File: config.mk
export PLATFORM = sky130hd
export DESIGN_NAME = hs_arbiter_m
export DESIGN_NICKNAME = d
export VERILOG_FILES = /design/src/rtl/hs_arbiter_m.sv
export SDC_FILE = /design/constraint.sdc
export NUM_CORES = 1
export LEC_CHECK = 0
export BUFFER_PORTS_ARGS = -buffer_cell sky130_fd_sc_hd__buf_2
export CAP_MARGIN = 20
export CORE_UTILIZATION = 50
export DETAILED_ROUTE_END_ITERATION = 16
export PLACE_DENSITY = 0.83
export SLEW_MARGIN = 20
export SYNTH_ARGS = -nofsm -noshare
export SYNTH_HDL_FRONTEND = slang
export SYNTH_SLANG_ARGS = --single-unit
File: constraint.sdc
create_clock -name clk -period 2.3 [get_ports clk]
set_input_delay 0.115 -clock clk [delete_from_list [all_inputs] [get_ports clk]]
set_output_delay 0.115 -clock clk [all_outputs]
set_load 0.005 [all_outputs]
File: src/rtl/hs_arbiter_m.sv
// hs_arbiter_m: round-robin arbiter that lets N four-phase requesters share one
// four-phase resource. The asynchronous req/res_ack inputs are synchronized first.
// A five-state FSM then runs the resource handshake and the client handshake in a
// fixed order. Outputs are registered from the current state, so each output moves
// one edge after the state that drives it.
module hs_arbiter_m #(
    parameter int N           = 4,
    parameter int SYNC_STAGES = 2,
    localparam int IW         = (N > 1) ? $clog2(N) : 1
) (
    input  logic          clk,
    input  logic          rst,
    input  logic [N-1:0]  req,
    output logic [N-1:0]  ack,
    output logic          res_req,
    input  logic          res_ack,
    output logic [IW-1:0] grant_idx,
    output logic          busy
);

    typedef enum logic [2:0] {
        IDLE   = 3'd0,
        RES_UP = 3'd1,
        ACK_UP = 3'd2,
        RES_DN = 3'd3,
        ACK_DN = 3'd4
    } state_t;

    state_t            state_reg, state_next;
    logic [N-1:0]      req_sync_reg [SYNC_STAGES];
    logic [SYNC_STAGES-1:0] ack_sync_reg;
    logic [N-1:0]      ack_reg, ack_next;
    logic              res_req_reg, res_req_next;
    logic              busy_reg, busy_next;
    logic [IW-1:0]     grant_reg, grant_next;
    logic [IW-1:0]     ptr_reg, ptr_next;
    logic [IW-1:0]     win;
    logic [N-1:0]      sreq;
    logic              sack;

    assign sreq = req_sync_reg[SYNC_STAGES-1];
    assign sack = ack_sync_reg[SYNC_STAGES-1];

    // Multi-flop synchronizers for the client requests and the resource acknowledge
    always_ff @(posedge clk or negedge rst) begin
        if (!rst) begin
            for (int i = 0; i < SYNC_STAGES; i++) begin
                req_sync_reg[i] <= '0;
            end
            ack_sync_reg <= '0;
        end else begin
            req_sync_reg[0] <= req;
            for (int i = 1; i < SYNC_STAGES; i++) begin
                req_sync_reg[i] <= req_sync_reg[i-1];
            end
            ack_sync_reg <= {ack_sync_reg[SYNC_STAGES-2:0], res_ack};
        end
    end

    // State, grant bookkeeping and registered outputs
    always_ff @(posedge clk or negedge rst) begin
        if (!rst) begin
            state_reg   <= IDLE;
            ack_reg     <= '0;
            res_req_reg <= 1'b0;
            busy_reg    <= 1'b0;
            grant_reg   <= '0;
            ptr_reg     <= '0;
        end else begin
            state_reg   <= state_next;
            ack_reg     <= ack_next;
            res_req_reg <= res_req_next;
            busy_reg    <= busy_next;
            grant_reg   <= grant_next;
            ptr_reg     <= ptr_next;
        end
    end

    // Round-robin pick, next-state logic and next values of the output registers
    always_comb begin
        state_next = state_reg;
        busy_next  = busy_reg;
        grant_next = grant_reg;
        ptr_next   = ptr_reg;
        win        = '0;

        // Scan from the far end down, so the candidate closest to ptr is assigned last.
        for (int i = N - 1; i >= 0; i--) begin
            if (sreq[(int'(ptr_reg) + i) % N]) begin
                win = IW'((int'(ptr_reg) + i) % N);
            end
        end

        case (state_reg)
            IDLE: begin
                if (|sreq) begin
                    grant_next = win;
                    busy_next  = 1'b1;
                    state_next = RES_UP;
                end
            end
            RES_UP: begin
                if (sack) state_next = ACK_UP;
            end
            ACK_UP: begin
                if (!sreq[grant_reg]) state_next = RES_DN;
            end
            RES_DN: begin
                if (!sack) state_next = ACK_DN;
            end
            ACK_DN: begin
                busy_next  = 1'b0;
                ptr_next   = (grant_reg == IW'(N - 1)) ? '0 : grant_reg + IW'(1);
                state_next = IDLE;
            end
            default: state_next = IDLE;
        endcase

        res_req_next = (state_reg == RES_UP) || (state_reg == ACK_UP);
        ack_next     = '0;
        if ((state_reg == ACK_UP) || (state_reg == RES_DN)) begin
            ack_next[grant_reg] = 1'b1;
        end
    end

    assign ack       = ack_reg;
    assign res_req   = res_req_reg;
    assign busy      = busy_reg;
    assign grant_idx = grant_reg;

endmodule

==> results of run 1 <==
==> cells in the mapped netlist, drive strengths merged <==
cell and number:
dfrtp 23, a21oi 7, nand2 6, inv 5
and2 4, ha 4, nor2 4, nand2b 2
o21ai 2, o31ai 2, a221oi 1, a22oi 1
a31oi 1, and3b 1, mux2 1, mux2i 1
nor2b 1, nor3 1, nor4 1, o21a 1
o2bb2ai 1, or3 1, or4 1, xnor2 1
==> cells in the final DEF, fill, tap and decap left out, drive strengths merged, types with 2 or more instances in the layout <==
cell / instances
a21oi: 7
and2: 4
buf: 14
clkbuf: 3
dfrtp: 23
dlygate4sd3: 6
ha: 4
inv: 5
nand2: 6
nand2b: 2
nor2: 4
o21ai: 2
o31ai: 2
==> kinds of logic (layout without fill, tap and decap cells) <==
family,count (synthesis),after routing
flip-flops,23,23
XOR/XNOR,1,1
AND/OR/NAND/NOR,22,22
buffers and inverters,5,29
adder cells (fa/ha/maj),4,4
multiplexers,2,2
AO/OA/AOI/OAI,16,16
==> layer usage <==
metal	global-route usage, %	wire length [µm]	up-vias
li1	-	-	297
met2	32.9	802	22
met5	0	0	-
met1	18.5	587	304
met3	2.45	40	5
met4	9.70	51	0
==> where the power goes <==
part           switching, W  leakage, nW  internal (W)  total, W
sequential         0.000100        0.281      0.000499  0.000599
combinational      0.000158        0.228      0.000170  0.000329
clock              0.000118       0.0177     0.0000651  0.000183
==> stage by stage <==
step | hold WS, ns | cell area, µm² | setup slack [ns] | util, %
finish | 0.290 | 1080 | 0.983 | 68.1
detailed placement | 0.105 | 997 | 1.00 | 62.6
floorplan | -0.181 | 897 | 1.07 | -
CTS | 0.298 | 1080 | 0.973 | 68.1
global route | 0.333 | 1080 | 0.913 | 68.1
global placement | 0.0987 | 997 | 1.01 | 62.6
==> layout make-up <==
class                      instances  area (µm²)
sequential                        23         576
fill                             118         509
multi-input combinational         45         303
timing repair buffer              20         130
tap                               24        30.0
clock buffer                       3        22.5
inverter                           5        18.8
clock inverter                     1        5.00
==> final timing paths <==
check / slack (ns) / startpoint / endpoint
max in group asynchronous: 1.68 / rst / ptr_reg[0]
hold reg to reg: 0.36 / ack_sync_reg[0] / ack_sync_reg[1]
hold / removal: 0.29 / rst / ack[0]
setup reg to reg: 0.98 / state_reg[2] / grant_idx[0]
min in group clk: 0.36 / ack_sync_reg[0] / ack_sync_reg[1]
setup / recovery: 0.98 / state_reg[2] / grant_idx[0]
==> critical path: stages (launching register included) <==
cell     delay [ns]
dfrtp_1        0.46
or4_4          0.58
o31ai_2        0.19
==> repair_timing <==
action | 4_1_cts | 5_1_grt
gates resized for setup | 0 | 0
hold buffers | 6 | 0
hold endpoints to repair | 28 | 0
==> impl_metrics.env, run 1 <==
export IMPL_grtUsageTotal_pct=17.5
export IMPL_ant_nets=0
export IMPL_drcViolationCount=0
export IMPL_core_area_um2=1590
export IMPL_synth_cells=73
export IMPL_firstDrtPassIters=4
export IMPL_synth_cell_types=26
export IMPL_clk_latency_ns=0.31
export IMPL_clk_pin_slew_worst_paths_ns=0.12
export IMPL_setup_viol=0
export IMPL_start_util_pct=56.3
export IMPL_period_needed_ns=1.32
export IMPL_cts_buffer_depth=2
export IMPL_hold_path_class="primary input to async pin"
export IMPL_row_count=14
export IMPL_viasPerCell=5.19
export IMPL_synthAdderAreaFrac_pct=5.58
export IMPL_postCtsSetupRepairBufs=0
export IMPL_rr_worst_depth=2
export IMPL_drive_above_1_share_pct=21.6
export IMPL_portBuffers=14
export IMPL_synth_top_area_share_pct=64.2
export IMPL_yosysTopAreaCell="dfrtp_1"
export IMPL_chipWidth_um=44.4
export IMPL_status="complete, no violations"
export IMPL_synth_top_family_by_area="simple AND/OR/NAND/NOR gates"
export IMPL_grt_pass1_wl_mm=2.42
export IMPL_dp_cells=111
export IMPL_syn_to_final_growth_pct=20.9
export IMPL_final_nets=109
export IMPL_yosysSeqAreaShare_pct=64.2
export IMPL_finClkSkew_ns=0.00450
export IMPL_syn_cell_area_um2=897
export IMPL_wl_per_cell_um=12.2
export IMPL_wirelength_mm=1.48
export IMPL_leakagePower_nw=0.527
export IMPL_finalHoldViolCount=0
export IMPL_clkSinkCount=23
export IMPL_h_tree_depth=1
export IMPL_rsz0062_at_grt="no"
export IMPL_dp_hpwl_mm=1.05
export IMPL_diodes=0
export IMPL_synth_warnings=0
export IMPL_fp_dieArea_um2=1970
export IMPL_tightest_slew_ns=0.482
export IMPL_startpoint_type="flop"
export IMPL_gp_congestion=0.838
export IMPL_drtIter0Drc=8
export IMPL_end_kind="flop"
export IMPL_antenna_found_initial=0
export IMPL_synth_xor_area_share_pct=0.976
export IMPL_cts_tree="yes"
export IMPL_total_power_w=0.00111
export IMPL_path_class="flop to flop"
export IMPL_numCtsBuffers=3
export IMPL_die_h_um=44.4
export IMPL_ir_drop_v=0.000609
export IMPL_yosys_area_share_simple_pct=13.2
export IMPL_tns_ns=0
export IMPL_crit_arrival_ns=1.55
export IMPL_drv_slew=0
export IMPL_synth_seq_cells=23
export IMPL_worstPathMaxFanout=6
export IMPL_grt_pass1_vias=619
export IMPL_ioPinCount=15
export IMPL_cap_violations=0
export IMPL_synth_compound_area_share_pct=11.6
export IMPL_avgSynthCellArea_um2=12.3
export IMPL_fmax_ghz=0.759
export IMPL_max_slew_margin_rel_pct=67.9
export IMPL_period_share_pct=57.3
export IMPL_root_buffer="clkbuf_4"
export IMPL_synth_area_top_cells="dfrtp_1, ha_1, a21oi_1, and2_1, nand2_1"
export IMPL_grt_max_degree=24
export IMPL_finalNonFillerCells=121
export IMPL_syn_num_nets=84
export IMPL_crit_required_ns=2.53
export IMPL_power_density_nw_per_um2=1020
export IMPL_vias=628
export IMPL_synth_mux_area_fraction_pct=2.37
export IMPL_grt_ovfl_total=0
No activity file was read; power rests on OpenSTA's default activity.
==> run 2: changes to the inputs <==
--- a/config.mk
+++ b/config.mk
@@ -5,11 +5,12 @@
 export SDC_FILE = /design/constraint.sdc
 export NUM_CORES = 1
 export LEC_CHECK = 0
+export ABC_AREA = 1
 export BUFFER_PORTS_ARGS = -buffer_cell sky130_fd_sc_hd__buf_2
 export CAP_MARGIN = 20
 export CORE_UTILIZATION = 50
 export DETAILED_ROUTE_END_ITERATION = 16
-export PLACE_DENSITY = 0.83
+export PLACE_DENSITY = 0.82
 export SLEW_MARGIN = 20
 export SYNTH_ARGS = -nofsm -noshare
 export SYNTH_HDL_FRONTEND = slang
==> constraint.sdc (replaced) <==
create_clock -name clk -period 1.3 [get_ports clk]
set_input_delay 0.065 -clock clk [delete_from_list [all_inputs] [get_ports clk]]
set_output_delay 0.065 -clock clk [all_outputs]
set_load 0.005 [all_outputs]
==> run 2 against run 1 <==
Via count increased by 50%. Worst hold slack lost 0.052 ns. Synthesized cell count is 73% higher. Flip-flop and latch count stayed put. Die area is 15% higher. Maximum frequency rose by 3.5%. Combinational power grew to 4.5 times the previous value. Clock-buffer cell count grew 1. Final cell count increased by 54%. Critical endpoint unchanged. Largest cell class unchanged. Highest routed layer unchanged.
==> impl_metrics.env, run 2 <==
export IMPL_status="complete, no violations"
export IMPL_max_stage_delay_ns=0.51
export IMPL_root_buffer="clkbuf_4"
export IMPL_fp_dieArea_um2=2270
export IMPL_yosysSeqAreaShare_pct=55.3
export IMPL_finalHoldViolCount=0
export IMPL_synth_most_common_cell="nand2_1"
export IMPL_viasPerCell=5.07
export IMPL_rr_worst_depth=8
export IMPL_leakagePower_nw=0.729
export IMPL_worstPathMaxFanout=8
export IMPL_die_h_um=47.6
export IMPL_fmax_ghz=0.786
export IMPL_diodes=0
export IMPL_ir_drop_v=0.00119
export IMPL_power_density_nw_per_um2=2150
export IMPL_final_nets=171
export IMPL_grt_max_degree=24
export IMPL_finalNonFillerCells=186
export IMPL_hold_path_class="primary input to async pin"
export IMPL_clkSinkCount=23
export IMPL_layout_commonest_cell="nand2_1"
export IMPL_synth_seq_cells=23
export IMPL_chipWidth_um=47.6
export IMPL_switchingPower_w=0.00127
export IMPL_tns_ns=0
export IMPL_p_int_w=0.00163
export IMPL_grt_ovfl_total=0
export IMPL_core_area_um2=1960
export IMPL_ioPinCount=15
export IMPL_vias=943
export IMPL_synth_cell_types=12
export IMPL_grtUsageTotal_pct=21.1
export IMPL_cts_buffer_depth=2
export IMPL_yosysTopAreaCell="dfrtp_1"
export IMPL_numCtsBuffers=3
export IMPL_synth_area_top_cells="dfrtp_1, nand2_1, inv_1, nand3_1, ha_1"
export IMPL_max_slew_margin_rel_pct=68.0
export IMPL_cap_violations=0
export IMPL_startpoint_type="flop"
export IMPL_grt_pass1_vias=815
export IMPL_synth_warnings=0
export IMPL_syn_to_final_growth_pct=29.4
export IMPL_syn_num_nets=137
export IMPL_layout_common_cells="nand2_1, dfrtp_1, inv_1, buf_2, nand3_1"
export IMPL_start_util_pct=53.1
export IMPL_synth_top_area_share_pct=55.3
export IMPL_r2r_slack_ns=0.03
export IMPL_end_kind="flop"
export IMPL_drive_above_1_share_pct=30.8
export IMPL_synth_cells=126
export IMPL_ys_async_sr_fraction_pct=100
export IMPL_clk_latency_ns=0.32
export IMPL_portBuffers=14
export IMPL_setup_viol=0
export IMPL_path_cells="inv_4, nand2_1, nand3_1, nand2_1, nand2_2, nand3_1, nand3_1, nand2_1"
export IMPL_wirelength_mm=2.21
export IMPL_postPlaceCellArea_um2=1170
export IMPL_row_count=16
export IMPL_synth_edf_count=0
export IMPL_p_seq_share_pct=37.2
export IMPL_clk_pin_slew_worst_paths_ns=0.12
export IMPL_drv_slew=0
export IMPL_clockPowerShare_pct=11.3
export IMPL_period_needed_ns=1.27
export IMPL_wl_per_cell_um=11.9
export IMPL_path_class="flop to flop"
export IMPL_firstDrtPassIters=5
export IMPL_gp_congestion=0.797
export IMPL_crit_arrival_ns=1.50
export IMPL_h_tree_depth=1
export IMPL_finClkSkew_ns=0.00850
export IMPL_antenna_found_initial=0
export IMPL_drtIter0Drc=45
export IMPL_crit_required_ns=1.52
export IMPL_postLayoutCellArea_um2=1350
export IMPL_syn_cell_area_um2=1040
export IMPL_synthTopCellsByCount="nand2_1, dfrtp_1, inv_1"
export IMPL_switching_share_pct=43.7
export IMPL_ant_nets=0
export IMPL_dp_hpwl_mm=1.49
export IMPL_drcViolationCount=0
export IMPL_avgSynthCellArea_um2=8.26
export IMPL_rsz0062_at_grt="yes"
export IMPL_dp_cells=170
export IMPL_critPathSlowestCell="dfrtp_2"
export IMPL_grt_pass1_wl_mm=3.24
export IMPL_period_share_pct=97.8
export IMPL_share_comb_of_total_power_pct=51.4
export IMPL_ys_flop_type="dfrtp_1"
export IMPL_tightest_slew_ns=0.479
export IMPL_cts_tree="yes"
[run 2: cell types whose count changed after synthesis, moves of 4 or more]
| cell | delta |
|---|---|
| nand2_1 | +28 |
| nand2_2 | +4 |
| and2_1 | -4 |
| nor2_1 | +9 |
| a21oi_1 | -4 |
| inv_1 | +17 |
| o21ai_0 | +5 |
| nand3_1 | +12 |
[run 2: power groups by stage]
stage               clock [W]  sequential (W)  combinational (W)
floorplan                   0         0.00106           0.000809
global placement            0         0.00105            0.00114
detailed placement          0         0.00107            0.00120
CTS                  0.000334         0.00106            0.00122
global route         0.000364         0.00110            0.00169
finish               0.000329         0.00108            0.00149
[run 2: worst max-delay path: cells and delay by family, from the launching register on]
| family | cells | cell delay (ns) |
|---|---|---|
| simple gates | 7 | 0.56 |
| buf+inv | 1 | 0.10 |
| flops | 1 | 0.51 |
[run 2: kinds of logic after synthesis]
kind of cell	after synthesis	synth area share, %
compound gates	10	5.05
fa+ha+maj	4	4.81
buf+inv	23	8.29
flops	23	55.3
simple gates	66	26.6
[run 2: routing by layer]
metal	up-vias	track usage, %	share of wire (%)
li1	454	-	-
met1	441	23.3	37
met4	0	5.56	1.3
met3	7	5.66	6.0
met2	41	39.7	55
met5	-	0	0
[run 2: cell type report]
class	instances	area [µm²]
Sequential cell	23	578
Multi-Input combinational cell	80	423
Timing Repair Buffer	28	190
Clock buffer	4	26.3
Timing Repair inverter	1	7.51
Tap cell	27	33.8
Fill cell	181	614
Inverter	23	88.8
[run 2: worst paths after layout]
check | startpoint | to
setup / recovery | ptr_reg[0] | grant_idx[0]
hold / removal | rst | ack[3]
setup reg to reg | ptr_reg[0] | grant_idx[0]
hold reg to reg | req_sync_reg[4] | sreq[0]
max in group asynchronous | rst | ptr_reg[0]
min in group clk | req_sync_reg[4] | sreq[0]
[run 2: timing repair]
item | in CTS | in global routing
endpoints found under the hold margin | 28 | 0
endpoints found under the setup margin | 1 | 4
cloned | 0 | 1
buffers inserted | 0 | 5
hold buffers | 6 | 0
resized for setup | 1 | 20
pin swaps | 0 | 2
[run 2: metrics by stage]
stage	power, W	setup slack (ns)	hold slack [ns]	util, %
after floorplan	0.00187	0.131	-0.231	-
after global placement	0.00219	0.0818	0.0450	59.5
after detailed placement	0.00227	-0.00999	0.0560	59.5
after CTS	0.00262	0.0214	0.252	64.0
after global routing	0.00316	-0.0364	0.309	68.7
final	0.00290	0.0280	0.238	68.7
==> run 3: changes to the inputs <==
--- a/config.mk
+++ b/config.mk
@@ -11,6 +11,8 @@
 export CORE_UTILIZATION = 50
 export DETAILED_ROUTE_END_ITERATION = 16
 export PLACE_DENSITY = 0.82
+export REMOVE_ABC_BUFFERS = 1
+export SETUP_SLACK_MARGIN = 0.15
 export SLEW_MARGIN = 20
 export SYNTH_ARGS = -nofsm -noshare
 export SYNTH_HDL_FRONTEND = slang
==> run 3 against run 2 <==
The run now ends with setup timing left. Wire length increased by 28%. Register-to-register slack got worse by 0.098 ns. Sequential power about the same. Maximum frequency decreased by 7.2%. Core utilization increased by 5.5 points. Largest cell class unchanged. Highest routed layer unchanged.
==> impl_metrics.env, run 3 (synthesis results as in run 2) <==
export IMPL_grt_pass1_wl_mm=3.74
export IMPL_drv_slew=0
export IMPL_numCtsBuffers=3
export IMPL_diodes=0
export IMPL_cap_violations=0
export IMPL_row_count=16
export IMPL_max_stage_delay_ns=0.44
export IMPL_postPlaceCellArea_um2=1170
export IMPL_wl_per_cell_um=14.6
export IMPL_reg2reg_from="state_reg[0]"
export IMPL_crit_arrival_ns=1.61
export IMPL_path_delay_family="simple AND/OR/NAND/NOR gates"
export IMPL_layout_common_cells="nand2_1, dfrtp_1, buf_4, inv_1, buf_2"
export IMPL_path_cells="inv_2, nand2_2, nor2_1, nand3_1, nand3_2, nand2_1, o21ai_1"
export IMPL_total_power_w=0.00322
export IMPL_r2r_end="state_reg[1]"
export IMPL_violations="setup timing"
export IMPL_portBuffers=14
export IMPL_gp_congestion=0.797
export IMPL_grtUsageTotal_pct=24.8
export IMPL_fin_ws_ns=-0.0703
export IMPL_crit_required_ns=1.54
export IMPL_chipWidth_um=47.6
export IMPL_layout_commonest_cell="nand2_1"
export IMPL_drtIter0Drc=45
export IMPL_clkSinkCount=23
export IMPL_antenna_found_initial=0
export IMPL_period_needed_ns=1.37
export IMPL_viasPerCell=5.52
export IMPL_fillers=144
export IMPL_max_slew_margin_rel_pct=68.2
export IMPL_final_nets=179
export IMPL_postLayoutCellArea_um2=1460
export IMPL_finClkSkew_ns=0.00646
export IMPL_drive_above_1_share_pct=41.9
export IMPL_hold_path_class="primary input to async pin"
export IMPL_end_kind="flop"
export IMPL_critPathSlowestCell="dfrtp_1"
export IMPL_vias=1071
export IMPL_rsz0062_at_grt="yes"
export IMPL_ir_drop_v=0.00120
export IMPL_clk_latency_ns=0.32
export IMPL_tns_ns=-0.215
export IMPL_root_buffer="clkbuf_4"
export IMPL_worstPathMaxFanout=4
export IMPL_clk_pin_slew_worst_paths_ns=0.12
export IMPL_cts_buffer_depth=2
export IMPL_dp_cells=170
export IMPL_grt_pass1_vias=927
export IMPL_power_density_nw_per_um2=2210
export IMPL_ioPinCount=15
export IMPL_critPathBufInv=1
export IMPL_rr_worst_depth=7
export IMPL_startpoint_type="flop"
export IMPL_setup_viol=5
export IMPL_grt_ovfl_total=0
export IMPL_syn_to_final_growth_pct=39.9
export IMPL_r2r_slack_ns=-0.07
export IMPL_core_area_um2=1960
export IMPL_tightest_slew_ns=0.477
export IMPL_finalNonFillerCells=194
export IMPL_firstDrtPassIters=7
export IMPL_status="finished, violations left"
export IMPL_die_h_um=47.6
export IMPL_h_tree_depth=1
export IMPL_period_share_pct=105
export IMPL_ant_nets=0
export IMPL_wirelength_mm=2.83
export IMPL_leakagePower_nw=0.779
export IMPL_finalHoldViolCount=0
export IMPL_grt_max_degree=24
export IMPL_fin_util_pct=74.2
export IMPL_drcViolationCount=0
export IMPL_multi_input_area_um2=462
export IMPL_dp_hpwl_mm=1.49
export IMPL_regArea_um2=578
export IMPL_fmax_ghz=0.730
export IMPL_start_util_pct=53.1
export IMPL_fp_dieArea_um2=2270
export IMPL_cts_tree="yes"
export IMPL_path_class="flop to flop"
run 3: changes by cell type in the layout (fill, tap and decap cells not counted), sizes merged:
| cell | delta |
|---|---|
| buf | +9 |
| clkinvlp | -1 |
run 3: worst max-delay path by stage:
stage,start,to,slack [ns],cells past startpoint
after floorplan,sreq[1],grant_idx[1],0.13,6
after global placement,grant_idx[0],state_reg[1],0.08,7
after detailed placement,grant_idx[0],state_reg[1],-0.01,6
after CTS,sreq[3],grant_idx[1],0.1,7
after global routing,sreq[1],grant_idx[0],-0.15,10
final,state_reg[0],state_reg[1],-0.07,7
run 3: per-layer routing:
layer	part of all wire [%]	up-vias	GRT usage, %
li1	-	477	-
met1	35	506	26.5
met2	53	69	46.0
met3	8.0	19	5.66
met4	4.2	0	11.7
met5	0	-	0
run 3: stage by stage:
step / hold slack (ns) / worst slack, ns
5_1_grt: 0.307 / -0.147
4_1_cts: 0.252 / 0.0978
6_report: 0.238 / -0.0703
3_5_place_dp: 0.0560 / -0.00999
2_1_floorplan: -0.231 / 0.131
3_3_place_gp: 0.0450 / 0.0818
run 3: timing repair:
item / in CTS / in global routing
hold buffers: 6 / 0
resized for setup: 15 / 25
hold endpoints to repair: 28 / 0
setup buffers: 9 / 5
endpoints found under the setup margin: 7 / 13
pin swaps: 5 / 3
run 3: power breakdown:
part / leakage [nW] / switching, W / total [W] / internal [W]
clock: 0.0150 / 0.000211 / 0.000331 / 0.000120
sequential: 0.277 / 0.000184 / 0.00110 / 0.000913
combinational: 0.487 / 0.00106 / 0.00179 / 0.000731
total: 0.779 / 0.00146 / 0.00322 / 0.00176
run 3: final cells by class:
class | count | share of cell area (%)
sequential | 23 | 39.7
tap | 27 | 2.32
clock buffer | 4 | 1.80
multi-input combinational | 80 | 31.7
timing repair buffer | 37 | 18.4
inverter | 23 | 6.10
